===== src/rtl/fir_pkg.sv =====
// Shared FIR datapath definitions: sample width, clamp limits and sample type.
package fir_pkg;

  localparam int unsigned SAMPLE_W = 16;

  localparam logic [SAMPLE_W-1:0] SAMPLE_MAX = 16'h7FFF;
  localparam logic [SAMPLE_W-1:0] SAMPLE_MIN = 16'h8000;

  typedef logic signed [SAMPLE_W-1:0] sample_t;

endpackage


===== src/rtl/fir_sat_minus.sv =====
// Combinational saturating signed subtractor: result = sat(a - b).
module fir_sat_minus
  import fir_pkg::*;
#(
  parameter int unsigned WIDTH = SAMPLE_W
) (
  input  logic [WIDTH-1:0] a,
  input  logic [WIDTH-1:0] b,
  output logic [WIDTH-1:0] result,
  output logic             sat
);

  logic [WIDTH:0] r;

  always_comb begin
    r = {a[WIDTH-1], a} - {b[WIDTH-1], b};
    sat = (r[WIDTH] != r[WIDTH-1]);
    if (sat) begin
      // Overflow can only occur when a and b have opposite signs, so a's sign picks the rail.
      result = a[WIDTH-1] ? {1'b1, {(WIDTH-1){1'b0}}} : {1'b0, {(WIDTH-1){1'b1}}};
    end else begin
      result = r[WIDTH-1:0];
    end
  end

endmodule


===== src/rtl/fir_saturating_comb.sv =====
// Saturating comb stage y[n] = sat(x[n] - x[n-D]) with valid/ready on both sides
// and a sticky saturation-event counter.
module fir_saturating_comb
  import fir_pkg::*;
#(
  parameter int unsigned WIDTH     = SAMPLE_W,
  parameter int unsigned DELAY     = 4,
  parameter int unsigned CNT_WIDTH = 16
) (
  input  logic                 system1000,
  input  logic                 system1000_rst,
  input  logic                 in_valid,
  output logic                 in_ready,
  input  logic [WIDTH-1:0]     in_data,
  output logic                 out_valid,
  input  logic                 out_ready,
  output logic [WIDTH-1:0]     out_data,
  output logic                 out_sat,
  output logic [CNT_WIDTH-1:0] sat_count
);

  logic [WIDTH-1:0] dly [DELAY];
  logic [WIDTH-1:0] diff;
  logic             diff_sat;
  logic             acc_in;
  logic             xfer_out;

  assign in_ready = !out_valid || out_ready;
  assign acc_in   = in_valid && in_ready;
  assign xfer_out = out_valid && out_ready;

  fir_sat_minus #(
    .WIDTH (WIDTH)
  ) u_sat_minus (
    .a      (in_data),
    .b      (dly[DELAY-1]),
    .result (diff),
    .sat    (diff_sat)
  );

  // The line shifts only on accepted samples, so D counts samples rather than cycles.
  always_ff @(posedge system1000) begin
    if (system1000_rst) begin
      for (int unsigned i = 0; i < DELAY; i++) begin
        dly[i] <= '0;
      end
    end else if (acc_in) begin
      dly[0] <= in_data;
      for (int unsigned i = 1; i < DELAY; i++) begin
        dly[i] <= dly[i-1];
      end
    end
  end

  always_ff @(posedge system1000) begin
    if (system1000_rst) begin
      out_valid <= 1'b0;
      out_data  <= '0;
      out_sat   <= 1'b0;
    end else if (acc_in) begin
      out_valid <= 1'b1;
      out_data  <= diff;
      out_sat   <= diff_sat;
    end else if (xfer_out) begin
      out_valid <= 1'b0;
    end
  end

  always_ff @(posedge system1000) begin
    if (system1000_rst) begin
      sat_count <= '0;
    end else if (xfer_out && out_sat && (sat_count != '1)) begin
      sat_count <= sat_count + 1'b1;
    end
  end

endmodule


===== config.mk =====
export PLATFORM = sky130hd
export DESIGN_NAME = fir_saturating_comb
export DESIGN_NICKNAME = d
export VERILOG_FILES = /design/src/rtl/fir_pkg.sv /design/src/rtl/fir_sat_minus.sv /design/src/rtl/fir_saturating_comb.sv
export SDC_FILE = /design/constraint.sdc
export NUM_CORES = 1
export LEC_CHECK = 0
export ABC_CLOCK_PERIOD_IN_PS = 5100
export BUFFER_PORTS_ARGS = -buffer_cell sky130_fd_sc_hd__buf_2
export CORE_AREA = 3 3 94 96
export CTS_BUF_LIST = sky130_fd_sc_hd__clkbuf_4 sky130_fd_sc_hd__clkbuf_8
export CTS_CLUSTER_DIAMETER = 30
export DETAILED_ROUTE_END_ITERATION = 16
export DIE_AREA = 0 0 97 99
export PLACE_DENSITY_LB_ADDON = 0.12
export SETUP_SLACK_MARGIN = 0.02
export SLEW_MARGIN = 20
export SYNTH_ARGS = -nofsm -noshare
export SYNTH_HDL_FRONTEND = slang
export SYNTH_HIERARCHICAL = 1
export SYNTH_SLANG_ARGS = --single-unit

===== constraint.sdc =====
create_clock -name system1000 -period 5.1 [get_ports system1000]
set_input_delay 1.02 -clock system1000 [delete_from_list [all_inputs] [get_ports system1000]]
set_output_delay 1.02 -clock system1000 [all_outputs]
set_load 0.01 [all_outputs]

==> results by group <==
Run status
  • Outcome: finished clean

Setup path
  • WP data required: around 5.3 ns
  • Setup CP Type: in -> reg
  • Endpoint class of the critical path: flop
  • CP startpoint kind: input port
  • Critical Path AT: approximately 3.5 ns
  • Crit-path max FO: 16

Min path
  • Hold Crit Class: reg -> reg

Power and ir drop
  • Sw frac: between 20 and 25%
  • Clock power frac: 31.5%
  • Total power: roughly 1800 uW
  • Power per standard cell area: 328 nW/um^2
  • Leak Pwr: ~0.0022 uW
  • Pint: between 1000 and 1500 uW
  • Switch Pwr: between 400 and 500 uW
  • Reg power frac: a little over half
  • Power share of the combinational group: 16.5%
  • Max IR drop VDD: a little over 0.2 mV

Clocking
  • CTS tree: yes
  • CTS Buffer Depth: 2
  • Clk sinks: ~100
  • Post-CTS Repair Setup Buffers: 0
  • Buffer type at the clock tree root: clkbuf_8
  • CTS resizes: 0
  • Total CTS buffers: 9
  • Clock transition at path regs: roughly 0.08 ns
  • Worst skew pair latency: between 0.3 and 0.4 ns
  • CTS Hold Bufs: 0
  • Htree depth: 3

Die
  • Num rows: 33
  • Initial cell density of the core: between 50% and 60%
  • I/O pin count: 55
  • Die Area: between 9000 and 10000 um^2
  • Core Footprint: between 8000 and 9000 um^2
  • Die Wd: approximately 97 um
  • Die H: about 100 um

Drt
  • DRT Pass-1 Iters: 4
  • Vias per cell: between 5 and 6
  • Mean routed wirelength per cell: about 15 um
  • Total Wirelength: around 9 mm
  • Remaining DRCs: 0
  • Initial DRC Count: between 100 and 150
  • Final ANT Viol Nets: 0
  • Routed vias: 3232

STA
  • Final Hold Vio Count: 0
  • Final TNS setup: 0 ns
  • Fmax: 306 MHz
  • Pins Over Slew Limit: 0
  • Unrepaired setup endpoints after global routing: no
  • Tcrit/Tclk final: between 60% and 70%
  • Crit path time final: about 3.3 ns
  • Worst-margin pin slew: 0.931 ns
  • Worst clock skew: approximately 0.011 ns
  • Final setup violation count: 0
  • Slew HR: a little under two fifths

GRT
  • Met3 global-route usage: 3.54%
  • Largest net degree at the start of global routing: just over 50
  • GR peak layer: met2
  • First-pass GRT wire length: roughly 15 mm
  • Global route overflow: 0
  • Vias in the first global route: 3109
  • M2 GR Usage: between 30% and 40%
  • Met1 usage: 25.8%
  • GRT Total Usage: between 10% and 20%
  • Initial antenna violation count: 0

Placed design
  • I/O Buffers: 54
  • Dpl hpwl: 6.20 mm
  • Cell Area, Placed: around 5200 um^2
  • Routability congestion estimate: about 0.86
  • Dpl cells: roughly 560

Yosys
  • Most numerous cell in the Yosys netlist: and2_1
  • Mapped Cells: between 400 and 500
  • Syn. warnings: 6
  • #FFs+latches synth: 98
  • FFs w/ async S/R, synth: 0%
  • Cell variety after synth: between 50 and 60
  • Synth area leaders: edfxtp_1, dfxtp_1, and2_1
  • Top cell type's share of synthesized area: roughly two fifths
  • Post-synth EDFFs: 64
  • Post-Synthesis Net Count: approximately 460
  • Synth area leader: edfxtp_1
  • Top_reg_cell synth: edfxtp_1
  • Syn Area/Cell: between 10 and 15 um^2
  • Synth top cells by count: and2_1, edfxtp_1, dfxtp_1
  • Post-Syn Area: 4830 um^2
  • Seq/Total Area, Yosys: between 50% and 60%

Flow run
  • MaxCap Viol Count: 0

Final layout
  • Antenna diode count: 0
  • Final #Nets: between 500 and 600
  • Share of cells above drive strength 1: around a fifth
  • Post-Layout Cell Count: 580
  • Area delta synth->final: 12.2%
  • Final core occ: between 60% and 70%
  • Post-Layout Inst Area: 5420 um^2
state kept, by name (all words and copies together), names as in the netlist:
signal     count
dly           64
out_data      16
out_sat        1
out_valid      1
sat_count     16
stage by stage:
step / hold WS [ns] / setup slack [ns]
after global placement: 0.462 / 1.54
after CTS: 0.486 / 1.82
final: 0.482 / 1.83
after floorplan: 0.497 / 1.77
after global routing: 0.507 / 1.70
after detailed placement: 0.464 / 1.46
kinds of logic after synthesis:
family,count (synthesis),synth area share (%)
and+or+nand+nor,145,18.0
DFF,98,53.9
AOI/OAI and AO/OA,81,12.3
buffers and inverters,39,3.29
muxes,21,4.43
adders and majority gates,20,5.23
xor gates and xnor gates,14,2.93
critical path, stage by stage:
cell and delay, ns:
buf_2 0.08, inv_1 0.04, ha_1 0.21, fa_1 0.45, nor2b_4 0.17, o31ai_4 0.08
a211oi_2 0.22, or2_4 0.19, a31oi_4 0.11, xnor2_4 0.54, mux2i_1 0.18, a22o_1 0.22
metal layers:
layer / vias to the layer above / wire length (um)
met3: 15 / 357
met2: 69 / 4070
li1: 1621 / -
met4: 0 / 166
met1: 1527 / 4170
met5: - / 0
power groups by stage:
| stage | Combinational (uW) | Sequential (uW) | Clock (uW) |
|---|---|---|---|
| CTS | 296 | 925 | 570 |
| global placement | 286 | 940 | 0 |
| detailed placement | 294 | 942 | 0 |
| global route | 327 | 931 | 600 |
| finish | 293 | 924 | 559 |
| floorplan | 222 | 946 | 0 |
cell usage in the layout, fill, tap and decap left out, types with 14 or more instances in the layout:
master    synthesis  final
a21oi_1          23     23
nand2_1          14     14
a22o_1           17     17
mux2i_1          18     18
and2_1           66     66
edfxtp_1         64     64
dfxtp_1          34     34
buf_2             1     54
ha_1             17     17
inv_1            23     22
final cells by class:
| type | instances | area, um^2 |
|---|---|---|
| fill | 636 | 2720 |
| sequential | 98 | 2600 |
| inverter | 23 | 86.3 |
| timing repair buffer | 57 | 293 |
| tap | 105 | 131 |
| clock buffer | 12 | 153 |
| clock inverter | 4 | 76.3 |
| multi-input combinational | 281 | 2080 |
worst paths after layout:
path / from / depth (start not counted) / slack, ns / end
hold reg to reg: out_data[7]$_SDFFE_PP0P_ / 1 / 0.48 / out_data[7]$_SDFFE_PP0P_
hold / removal: out_data[7]$_SDFFE_PP0P_ / 1 / 0.48 / out_data[7]$_SDFFE_PP0P_
setup / recovery: in_data[0] / 12 / 1.83 / out_data[10]$_SDFFE_PP0P_
setup reg to reg: dly[0][48]$_SDFFCE_PN0P_ / 10 / 2.20 / out_data[10]$_SDFFE_PP0P_
Note: power is estimated with default switching activity, not from simulation.
